`src/rtl/gcd_driver.sv`:
```
// gcd_driver: host-side initiator for the repeated-subtraction GCD engine.
// Takes operand pairs on a valid/ready port and loads them into the engine serially:
// start + A, then B. It waits for done and returns the result on a valid/ready port.
// Pairs with a zero operand are answered directly, because the engine would never finish on them.
// A job that runs past TIMEOUT wait cycles is abandoned and reported as a timeout.
// The engine is cleared after every job.

module gcd_driver #(
    parameter int unsigned WIDTH   = 16,
    parameter int unsigned TIMEOUT = 1023
) (
    input  logic             clock,
    input  logic             reset,
    // Operand side
    input  logic             op_valid,
    output logic             op_ready,
    input  logic [WIDTH-1:0] op_a,
    input  logic [WIDTH-1:0] op_b,
    // Engine side
    output logic             gcd_start,
    output logic [WIDTH-1:0] gcd_data,
    output logic             gcd_rst,
    input  logic             gcd_done,
    input  logic [WIDTH-1:0] gcd_result,
    // Result side
    output logic             res_valid,
    input  logic             res_ready,
    output logic [WIDTH-1:0] res_data,
    output logic             res_timeout,
    output logic             busy
);

    localparam int unsigned CntW = $clog2(TIMEOUT + 1);
    localparam logic [CntW-1:0] CntLast = CntW'(TIMEOUT - 1);

    typedef enum logic [2:0] {
        StIdle,
        StLoadA,
        StLoadB,
        StWait,
        StResp,
        StClear
    } state_e;

    state_e            state_q, state_d;
    logic [WIDTH-1:0]  a_q, a_d;
    logic [WIDTH-1:0]  b_q, b_d;
    logic [WIDTH-1:0]  result_q, result_d;
    logic              timeout_q, timeout_d;
    logic [CntW-1:0]   cnt_q, cnt_d;

    // Output registers, loaded from the decode of the next state
    logic              op_ready_q;
    logic              gcd_start_q;
    logic [WIDTH-1:0]  gcd_data_q, gcd_data_d;
    logic              clear_q;
    logic              res_valid_q;
    logic [WIDTH-1:0]  res_data_q;
    logic              res_timeout_q;
    logic              busy_q;

    // Next-state and datapath logic for the job sequence
    always_comb begin
        state_d   = state_q;
        a_d       = a_q;
        b_d       = b_q;
        result_d  = result_q;
        timeout_d = timeout_q;
        cnt_d     = cnt_q;

        unique case (state_q)
            StIdle: begin
                if (op_valid) begin
                    a_d = op_a;
                    b_d = op_b;
                    if (op_a == '0 || op_b == '0) begin
                        // Zero operand: the answer is the other operand, and the engine is not used.
                        result_d  = op_a | op_b;
                        timeout_d = 1'b0;
                        state_d   = StResp;
                    end else begin
                        state_d = StLoadA;
                    end
                end
            end
            StLoadA: begin
                state_d = StLoadB;
            end
            StLoadB: begin
                cnt_d   = '0;
                state_d = StWait;
            end
            StWait: begin
                cnt_d = cnt_q + CntW'(1);
                // done is checked first, so it wins when it coincides with the last wait cycle
                if (gcd_done) begin
                    result_d  = gcd_result;
                    timeout_d = 1'b0;
                    state_d   = StResp;
                end else if (cnt_q == CntLast) begin
                    result_d  = '0;
                    timeout_d = 1'b1;
                    state_d   = StResp;
                end
            end
            StResp: begin
                if (res_ready) begin
                    state_d = StClear;
                end
            end
            StClear: begin
                state_d = StIdle;
            end
            default: begin
                state_d = StIdle;
            end
        endcase
    end

    // Engine data bus: A while loading A, B from then on until the job ends
    always_comb begin
        gcd_data_d = '0;
        unique case (state_d)
            StLoadA:         gcd_data_d = a_d;
            StLoadB, StWait: gcd_data_d = b_d;
            default:         gcd_data_d = '0;
        endcase
    end

    // State, operand/result registers and registered outputs
    always_ff @(posedge clock) begin
        if (reset) begin
            state_q       <= StIdle;
            a_q           <= '0;
            b_q           <= '0;
            result_q      <= '0;
            timeout_q     <= 1'b0;
            cnt_q         <= '0;
            op_ready_q    <= 1'b1;
            gcd_start_q   <= 1'b0;
            gcd_data_q    <= '0;
            clear_q       <= 1'b0;
            res_valid_q   <= 1'b0;
            res_data_q    <= '0;
            res_timeout_q <= 1'b0;
            busy_q        <= 1'b0;
        end else begin
            state_q       <= state_d;
            a_q           <= a_d;
            b_q           <= b_d;
            result_q      <= result_d;
            timeout_q     <= timeout_d;
            cnt_q         <= cnt_d;
            op_ready_q    <= (state_d == StIdle);
            gcd_start_q   <= (state_d == StLoadA);
            gcd_data_q    <= gcd_data_d;
            clear_q       <= (state_d == StClear);
            res_valid_q   <= (state_d == StResp);
            res_data_q    <= (state_d == StResp) ? result_d : '0;
            res_timeout_q <= (state_d == StResp) ? timeout_d : 1'b0;
            busy_q        <= (state_d != StIdle);
        end
    end

    assign op_ready    = op_ready_q;
    assign gcd_start   = gcd_start_q;
    assign gcd_data    = gcd_data_q;
    // The engine is also cleared while the driver itself is in reset
    assign gcd_rst     = reset | clear_q;
    assign res_valid   = res_valid_q;
    assign res_data    = res_data_q;
    assign res_timeout = res_timeout_q;
    assign busy        = busy_q;

endmodule

```
`config.mk`:
```
export PLATFORM = sky130hd
export DESIGN_NAME = gcd_driver
export DESIGN_NICKNAME = d
export VERILOG_FILES = /design/src/rtl/gcd_driver.sv
export SDC_FILE = /design/constraint.sdc
export NUM_CORES = 1
export LEC_CHECK = 0
export ABC_AREA = 1
export CAP_MARGIN = 20
export CORE_MARGIN = 4
export CORE_UTILIZATION = 41
export DETAILED_ROUTE_END_ITERATION = 8
export PLACE_DENSITY = 0.67
export SLEW_MARGIN = 25
export SYNTH_ARGS = -nofsm -noshare
export SYNTH_HDL_FRONTEND = slang
export SYNTH_SLANG_ARGS = --single-unit
```
`constraint.sdc`:
```
create_clock -name clock -period 2 [get_ports clock]
set_clock_uncertainty 0.15 [all_clocks]
set_input_delay 0.5 -clock clock [delete_from_list [all_inputs] [get_ports clock]]
set_output_delay 0.5 -clock clock [all_outputs]
set_load 0.01 [all_outputs]
```
==> results of run 1 <==
[cell families (layout without fill, tap and decap cells)]
logic type,Yosys count,count (layout),share of synthesized area (%)
simple gates,267,267,30.2
fa+ha+maj,2,2,0.608
flops,100,100,48.7
buf+inv,93,215,9.28
compound gates,87,87,11.3
[worst paths after layout]
path,startpoint,cells past startpoint,slack [ns],endpoint
setup / recovery,op_a[14],12,0.06,result_q[13]
hold reg to reg,cnt_q[9],2,0.32,cnt_q[9]
setup reg to reg,cnt_q[0],12,0.14,result_q[13]
hold / removal,op_a[7],3,0.30,a_q[7]
[power breakdown]
part	internal (mW)	switching [mW]
Combinational	0.411	0.470
Sequential	2.15	0.0462
Clock	0.488	0.757
Total	3.05	1.27
[metrics by stage]
stage                     setup WS, ns  hold slack, ns
final                           0.0596           0.295
after global routing          -0.00587           0.305
after CTS                      0.00767           0.332
after detailed placement        -0.394           0.316
after global placement          -0.402           0.298
after floorplan                  0.190           0.289
[cell type report]
cell class              instances  area, sq um  share of cell area [%]
repair buffers                130         1310                    23.0
clock buffers                   9          124                    2.17
well taps                     133          166                    2.91
inverters                      69          259                    4.53
clock inverters                 7         66.3                    1.16
multi-input cells             356         1790                    31.2
flip-flops and latches        100         2000                    35.0
[what timing repair did]
item / 4_1_cts / 5_1_grt
hold buffers: 0 / 0
resized for setup: 6 / 34
cloned: 0 / 1
pin swaps: 0 / 22
setup endpoints to repair: 3 / 49
[tightest hold or removal path: stages]
cell	delay [ns]
dlymetal6s2s_1	0.13
inv_1	0.07
a21oi_1	0.07
[registers in the layout (all words and copies together) (netlist names)]
register and cells:
a_q 16, b_q 16, busy 1, clear_q 1, cnt_q 10, gcd_data 16, gcd_start 1, op_ready 1
res_data 16, res_timeout 1, res_valid 1, result_q 16, state_q 3, timeout_q 1
[cell usage in the layout (no fill, tap or decap), types with 3 or more instances in the layout]
cell,n
buf_12,4
dlymetal6s2s_1,17
inv_2,5
nor2_2,16
dfxtp_1,100
nand2_1,106
buf_4,33
nor2_1,75
o21ai_0,38
nor2_4,13
clkbuf_8,9
clkdlybuf4s50_1,71
inv_6,3
a21oi_1,39
inv_1,64
nand2_4,3
nand3_1,38
nand2_2,8
[routing by layer]
| metal | GRT usage [%] | part of all wire [%] |
|---|---|---|
| met5 | 0 | 0 |
| met4 | 7.84 | 2.1 |
| met3 | 2.45 | 4.7 |
| met2 | 28.1 | 47 |
| met1 | 23.9 | 47 |
==> impl_metrics.py, run 1 <==
metrics = {
    "clock_network": {
        "clk_pin_slew_ns": 0.11,
        "clock_path_buffers": 2,
        "insertion_delay_ns": 0.37,
        "postCtsSetupBuffers": 0,
        "cts_tree": "yes",
        "cts_inserted_buffers": 9,
        "ctsHtreeMaxLevel": 3,
        "cts-root-buf": "clkbuf_8",
        "cts_sinks": 100,
    },
    "synthesis": {
        "synth_area_leaders": "dfxtp_1, nand2_1, nor2_1",
        "synth-edff-count": 0,
        "yosys_warnings": 0,
        "postSynthCellCount": 549,
        "synthFlopType": "dfxtp_1",
        "netlist.area_leader.share_pct": 48.7,
        "synth.most_common_cell": "nand2_1",
        "synthTopCellsByCount": "nand2_1, dfxtp_1, nor2_1",
        "yosysTopAreaCell": "dfxtp_1",
        "avgSynthCellArea_sq_um": 7.49,
        "synthesis.nets": 604,
        "synthArstFlopShare_pct": 0,
        "ys_ff_latch": 100,
        "synth_seq_area_share_pct": 48.7,
        "post_synth_num_cell_types": 28,
        "syn-cell-area_sq_um": 4110,
    },
    "floorplanning": {
        "core_sq_um": 9770,
        "io_pins": 91,
        "start_util_pct": 42.1,
        "fp.dieW_microns": 108,
        "die_h_microns": 108,
        "rows": 36,
        "dieArea_sq_um": 11700,
    },
    "critical_path": {
        "critPathArrivalTime_ns": 2.04,
        "required_ns": 2.10,
        "path_cells": "clkdlybuf4s50_1 > nor2_1 > nand2_1 > nor2_2 > nand2_2 > nand2_4 > nand2_4 > nand2_4 > clkbuf_16 > nor2_1 > nor2_2 > nor2_1",
        "path_delay_family": "simple AND/OR/NAND/NOR gates",
        "crit_path_start_kind": "input pin",
        "slowest_stage": "clkdlybuf4s50_1",
        "critPathMaxStageDelay_ns": 0.44,
        "crit_fanout": 5,
        "worstSetupPathType": "in -> reg",
        "crit_path_end_kind": "flip-flop",
        "crit_buf_inv": 2,
    },
    "route": {
        "wire_per_inst_microns": 12.5,
        "via_count": 3702,
        "drt_first_pass_iters": 4,
        "drtIter0Drc": 175,
        "drc": 0,
        "wirelength_microns": 10100,
        "antenna_left": 0,
        "drt-vias-per-instance": 4.60,
    },
    "min_path": {
        "hold_class": "in -> reg",
    },
    "cells_and_area": {
        "num-fill-cells": 875,
        "final_cells": 804,
        "n_antenna_cell": 0,
        "syn_to_final_growth_pct": 38.9,
        "fin_nets": 721,
        "final_cell_area_sq_um": 5720,
        "post-route-util_pct": 58.5,
        "layout-drive-gt1-share_pct": 16.4,
    },
    "timing": {
        "relSlewSlack_pct": 78.1,
        "min_period_ns": 1.94,
        "final.period_utilization_pct": 97.0,
        "tns_ns": 0,
        "fmax_mhz": 515,
        "setup_viol": 0,
        "hold_viol": 0,
        "tightest_slew_ns": 0.328,
        "slew_viol_final": 0,
    },
    "pwr": {
        "cellLeakagePower_nw": 2.64,
        "total_power_mw": 4.33,
        "p_per_area_nw_per_um2": 757,
        "ir_drop_mv": 0.493,
    },
    "global_route": {
        "antenna_found_initial": 0,
        "overflow": 0,
        "grt_pass1_vias": 3508,
        "track_usage_pct": 17.7,
        "grt_pass1_wl_microns": 16300,
        "grt_max_degree": 45,
    },
    "placed_design": {
        "dp_hpwl_microns": 7610,
        "io_buffers": 90,
        "dpl_cell_area_sq_um": 5400,
        "gp_congestion": 0.826,
        "place_inst": 787,
    },
    "outcome": {
        "outcome": "finished clean",
    },
    "job": {
        "cap_violations": 0,
    },
}
Note: power is estimated with default switching activity, not from simulation.
==> run 2, diff against run 1 <==
CTS_CLUSTER_DIAMETER = 60   (was not set)
==> results of run 2 <==
No change in the layout: final DEF, timing and power equal those of run 1.
